[src/rtl/note_source_merger_pkg.sv]
// Shared definitions for the note source merger: FSM encoding, default note
// width and the fixed source-slot indices.
package note_source_merger_pkg;

  localparam int NOTE_W_DEFAULT = 10;

  localparam int SRC_SW   = 0;
  localparam int SRC_UART = 1;
  localparam int SRC_MEM  = 2;

  typedef enum logic [1:0] {
    ST_IDLE = 2'd0,
    ST_PLAY = 2'd1,
    ST_HOLD = 2'd2
  } merger_state_e;

endpackage

[src/rtl/note_rec_fifo.sv]
// Recording FIFO for note changes. Sticky overflow flag; a push into a full
// FIFO succeeds only when a pop happens on the same edge.
module note_rec_fifo #(
  parameter int WIDTH = 10,
  parameter int DEPTH = 8
) (
  input  logic             clk,
  input  logic             rst,
  input  logic             push,
  input  logic [WIDTH-1:0] push_data,
  input  logic             pop,
  output logic             valid,
  output logic [WIDTH-1:0] data,
  output logic             ovf
);

  localparam int PTR_W = $clog2(DEPTH);
  localparam int CNT_W = PTR_W + 1;
  localparam logic [CNT_W-1:0] FULL_CNT = CNT_W'(DEPTH);

  logic [WIDTH-1:0] mem [DEPTH];
  logic [PTR_W-1:0] wr_ptr;
  logic [PTR_W-1:0] rd_ptr;
  logic [CNT_W-1:0] count;
  logic             full;
  logic             do_push;
  logic             do_pop;

  assign valid   = (count != '0);
  assign full    = (count == FULL_CNT);
  assign do_pop  = valid && pop;
  assign do_push = push && (!full || do_pop);
  assign data    = valid ? mem[rd_ptr] : '0;

  always_ff @(posedge clk) begin
    if (do_push) mem[wr_ptr] <= push_data;
  end

  // DEPTH is a power of two, so the pointers wrap naturally.
  always_ff @(posedge clk) begin
    if (rst) begin
      wr_ptr <= '0;
      rd_ptr <= '0;
      count  <= '0;
      ovf    <= 1'b0;
    end else begin
      if (do_push) wr_ptr <= wr_ptr + 1'b1;
      if (do_pop)  rd_ptr <= rd_ptr + 1'b1;
      case ({do_push, do_pop})
        2'b10:   count <= count + 1'b1;
        2'b01:   count <= count - 1'b1;
        default: count <= count;
      endcase
      if (push && full && !do_pop) ovf <= 1'b1;
    end
  end

endmodule

[src/rtl/note_source_merger.sv]
// Merges note sources (OR or priority), rate-limits output changes with a hold
// FSM, and optionally records each change (macro NOTE_SOURCE_MERGER_REC_EN).
module note_source_merger
  import note_source_merger_pkg::*;
#(
  parameter int NOTE_W    = NOTE_W_DEFAULT,
  parameter int NUM_SRC   = 3,
  parameter int HOLD_CYC  = 4,
  parameter int REC_DEPTH = 8
) (
  input  logic                      clk,
  input  logic                      rst,
  input  logic [NUM_SRC*NOTE_W-1:0] src_notes,
  input  logic [NUM_SRC-1:0]        src_en,
  input  logic                      mode,
  output logic [NOTE_W-1:0]         note_out,
  output logic                      note_chg,
  output logic [NOTE_W-1:0]         rec_data,
  output logic                      rec_valid,
  input  logic                      rec_ready,
  output logic                      rec_ovf,
  output logic [1:0]                dbg_state
);

  localparam logic [7:0] HOLD_LOAD = 8'(HOLD_CYC - 1);

  merger_state_e     state;
  logic [7:0]        hold_cnt;
  logic [NOTE_W-1:0] merged;
  logic [NOTE_W-1:0] or_acc;
  logic [NOTE_W-1:0] pri_note;
  logic [NOTE_W-1:0] src_note;
  logic              pri_found;

  assign dbg_state = state;

  // Ascending scan: the first enabled non-zero source is the priority winner.
  always_comb begin
    or_acc    = '0;
    pri_note  = '0;
    pri_found = 1'b0;
    src_note  = '0;
    for (int i = 0; i < NUM_SRC; i++) begin
      src_note = src_en[i] ? src_notes[i*NOTE_W +: NOTE_W] : '0;
      or_acc   = or_acc | src_note;
      if (!pri_found && (src_note != '0)) begin
        pri_note  = src_note;
        pri_found = 1'b1;
      end
    end
    merged = mode ? pri_note : or_acc;
  end

  always_ff @(posedge clk) begin
    if (rst) begin
      state    <= ST_IDLE;
      note_out <= '0;
      note_chg <= 1'b0;
      hold_cnt <= '0;
    end else begin
      note_chg <= 1'b0;
      case (state)
        ST_IDLE, ST_PLAY: begin
          if (merged != note_out) begin
            note_out <= merged;
            note_chg <= 1'b1;
            hold_cnt <= HOLD_LOAD;
            state    <= ST_HOLD;
          end
        end
        ST_HOLD: begin
          // Exit cycle performs no update; a pending change lands one cycle later.
          if (hold_cnt == '0) begin
            state <= (note_out == '0) ? ST_IDLE : ST_PLAY;
          end else begin
            hold_cnt <= hold_cnt - 1'b1;
          end
        end
        default: state <= ST_IDLE;
      endcase
    end
  end

`ifdef NOTE_SOURCE_MERGER_REC_EN
  note_rec_fifo #(
    .WIDTH (NOTE_W),
    .DEPTH (REC_DEPTH)
  ) u_rec_fifo (
    .clk       (clk),
    .rst       (rst),
    .push      (note_chg),
    .push_data (note_out),
    .pop       (rec_ready),
    .valid     (rec_valid),
    .data      (rec_data),
    .ovf       (rec_ovf)
  );
`else
  localparam int unused_rec_depth = REC_DEPTH;
  logic unused_rec_ready;
  assign unused_rec_ready = rec_ready;
  assign rec_valid = 1'b0;
  assign rec_data  = '0;
  assign rec_ovf   = 1'b0;
`endif

endmodule

[config.mk]
export PLATFORM = sky130hd
export DESIGN_NAME = note_source_merger
export DESIGN_NICKNAME = d
export VERILOG_FILES = /design/src/rtl/note_source_merger_pkg.sv /design/src/rtl/note_rec_fifo.sv /design/src/rtl/note_source_merger.sv
export SDC_FILE = /design/constraint.sdc
export NUM_CORES = 1
export LEC_CHECK = 0
export ABC_CLOCK_PERIOD_IN_PS = 3300
export CAP_MARGIN = 10
export CORE_ASPECT_RATIO = 0.9
export CORE_UTILIZATION = 47
export CTS_CLUSTER_DIAMETER = 200
export DETAILED_ROUTE_END_ITERATION = 7
export PLACE_DENSITY_LB_ADDON = 0.05
export RECOVER_POWER = 50
export SLEW_MARGIN = 20
export SYNTH_ARGS = -nofsm -noshare
export SYNTH_HDL_FRONTEND = slang
export SYNTH_SLANG_ARGS = --single-unit
[constraint.sdc]
create_clock -name clk -period 3.3 [get_ports clk]
set_input_delay 0.495 -clock clk [delete_from_list [all_inputs] [get_ports clk]]
set_output_delay 0.495 -clock clk [all_outputs]
set_load 0.02 [all_outputs]
==> flow_summary.yaml <==
run_status:
  status: "finished, final reports clean"
die:
  io_pins: 62
  dieArea_sq_mm: 0.004390
  rows: 21
  core_sq_mm: 0.003836
  start_util_pct: 50.59
  die_w_um: 69.73
  die_y_um: 62.96
routing:
  avgRoutedWirePerCell_um: 16.61
  drcViolationCount: 0
  vias: 2367
  viasPerCell: 6.054
  postRouteAntennaNets: 0
  first_iter_violations: 221
  firstDrtPassIters: 5
  wl_um: 6496
logic_synthesis:
  synth_common_cells: "nand2_1 (30), dfxtp_1 (21), nor2_1 (17), a21oi_1 (16), buf_4 (12)"
  synth_top_area_cell: "dfxtp_1"
  syn_inst: 242
  ys_types: 66
  synthFlopType: "dfxtp_1"
  syn_area_per_cell_sq_um: 8.019
  synthArstFlopShare_pct: 0
  syn_area_sq_mm: 0.001941
  yosysWarnings: 0
  yosysSeqAreaShare_pct: 21.66
  synth_top_area_share_pct: 21.66
  synth_seq_cells: 21
  yosysMostFrequentCell: "nand2_1"
  synth.area.top_cells: "dfxtp_1 (22%), nand2_1 (5.8%), buf_4 (4.6%), a21oi_1 (4.1%), nor2_1 (3.3%)"
  synth-edff-count: 0
job:
  drv_cap: 0
timing:
  finalHoldViolCount: 0
  skew_ns: 0.002632
  drv_slew: 0
  worstMarginPinSlew_ns: 0.9099
  max_slew_margin_pct: 39.15
  finalSetupTns_ns: 0
  fmax_mhz: 311.1
  finalCriticalPeriod_ns: 3.214
  setup_violations: 0
  period_share_pct: 97.39
critical_path:
  crit_arrival_ns: 3.37
  crit_type: "in -> reg"
  crit_fanout: 6
  worst_ep_required_time_ns: 3.45
  critPathLaunchType: "input pin"
  cp-end-kind: "flip-flop"
global_routing:
  grt_pass1_wl_um: 10090
  gr-usage-all-layers_pct: 28.54
  grt_pass1_vias: 2122
  gr-total-overflow: 0
  antenna_found_initial: 0
  grt_max_degree: 24
final_layout:
  fillers: 267
  nets: 385
  final_layout_size_suffix_gt1_share_pct: 29.28
  num_antenna_cells: 0
  area_growth_pct: 56.54
  final_util_pct: 79.19
  fin_area_sq_mm: 0.003038
clocking:
  root_buffer: "clkbuf_8"
  clkLatencyLatePin_ns: 0.25
  clockBufferDepth: 2
  cts_max_level: 1
  numClockSinks: 21
  clk_pin_slew_ns: 0.07
  cts_tree: "yes"
  cts_hold_buf: 0
  numCtsBuffers: 3
placed_design:
  placed_area_sq_mm: 0.002738
  hpwl_um: 4558
  gp_congestion: 0.9071
  io_buffers: 48
pwr:
  peakVddDrop_mv: 0.4186
  powerDensity_mw_per_mm2: 318.1
  leakage_uw: 0.001313
hold_path:
  hp-class: "reg -> reg"
-- cell usage in the layout (no fill, tap or decap), types with 5 or more instances in the layout --
| cell type | count |
|---|---|
| clkdlybuf4s50_1 | 16 |
| nor3_1 | 5 |
| and4_1 | 6 |
| o21ai_0 | 10 |
| dlygate4sd3_1 | 13 |
| conb_1 | 12 |
| buf_4 | 57 |
| a21oi_1 | 14 |
| dfxtp_1 | 21 |
| a221oi_1 | 5 |
| nand2_1 | 30 |
| dlygate4sd2_1 | 9 |
| nor2_1 | 17 |
| or4_4 | 7 |
| buf_6 | 5 |
| inv_1 | 7 |
| dlymetal6s2s_1 | 6 |
-- area by class of cell --
class	instances	area [sq um]	share of cell area, %
Multi-Input combinational cell	202	1500	49.38
Timing Repair Buffer	111	988.4	32.54
Sequential cell	21	420.4	13.84
Tap cell	46	57.56	1.895
Clock buffer	4	45.04	1.483
Inverter	7	26.28	0.8649
-- path summary, 6_finish.rpt --
path                                    start           to  slack [ns]  depth (start not counted)
worst max register to register    hold_cnt[2]  hold_cnt[3]        1.11                          7
worst max-delay path            src_notes[17]  hold_cnt[5]        0.09                         11
worst min register to register    note_out[6]  note_out[6]        0.53                          2
worst min-delay path              note_out[6]  note_out[6]        0.53                          2
-- worst max-delay path: stages --
cell	delay [ns]
dlygate4sd2_1	0.24
or4_4	0.53
o31a_1	0.38
or4_4	0.57
o211ai_4	0.12
o2111ai_4	0.17
buf_6	0.16
nor4_4	0.33
nor2_4	0.11
buf_4	0.16
o32ai_1	0.11
-- what timing repair did --
item	CTS	global route
endpoints found under the hold margin	0	0
resized for setup	22	26
setup endpoints to repair	5	16
buffers inserted	9	7
pin swaps	15	22
-- stage by stage --
| stage | std cells | power (uW) | hold slack [ns] | setup WS (ns) |
|---|---|---|---|---|
| floorplan | 253 | 590.1 | 0.5004 | 0.2337 |
| CTS | 384 | 943.8 | 0.5259 | 0.001571 |
| detailed placement | 371 | 766.4 | 0.5139 | -0.3189 |
| global route | 391 | 1026 | 0.5582 | -0.04144 |
| finish | 391 | 966.5 | 0.5254 | 0.08609 |
| global placement | 371 | 760.3 | 0.4972 | -0.2854 |
-- registers in the layout, summed over array words and instances (netlist names) --
name / cells
note_out: 10
hold_cnt: 8
dbg_state: 2
note_chg: 1
-- logic make-up (layout without fill, tap and decap cells) --
kind of cell               count (synthesis)  in the layout  share of synthesized area, %
adders and majority gates                  2              2                         1.289
buffers and inverters                     30            122                         8.962
DFF                                       21             21                         21.66
and+or+nand+nor                          103            103                         30.95
muxes                                      2              2                         1.032
xor gates and xnor gates                   3              3                         1.741
AOI/OAI and AO/OA                         80             80                         34.17
other                                      1             12                        0.1932
-- power breakdown --
group	internal (uW)	switching, uW
clock	85.8	77.2
sequential	282	41.3
combinational	227	253
-- layer usage --
layer / vias up / part of all wire [%] / GRT usage (%)
li1: 1129 / - / -
met1: 1121 / 46 / 40.20
met2: 108 / 47 / 47.21
met3: 9 / 6.0 / 4.677
met4: 0 / 0.82 / 3.250
met5: - / 0 / 0
Note: power is estimated with default switching activity, not from simulation.
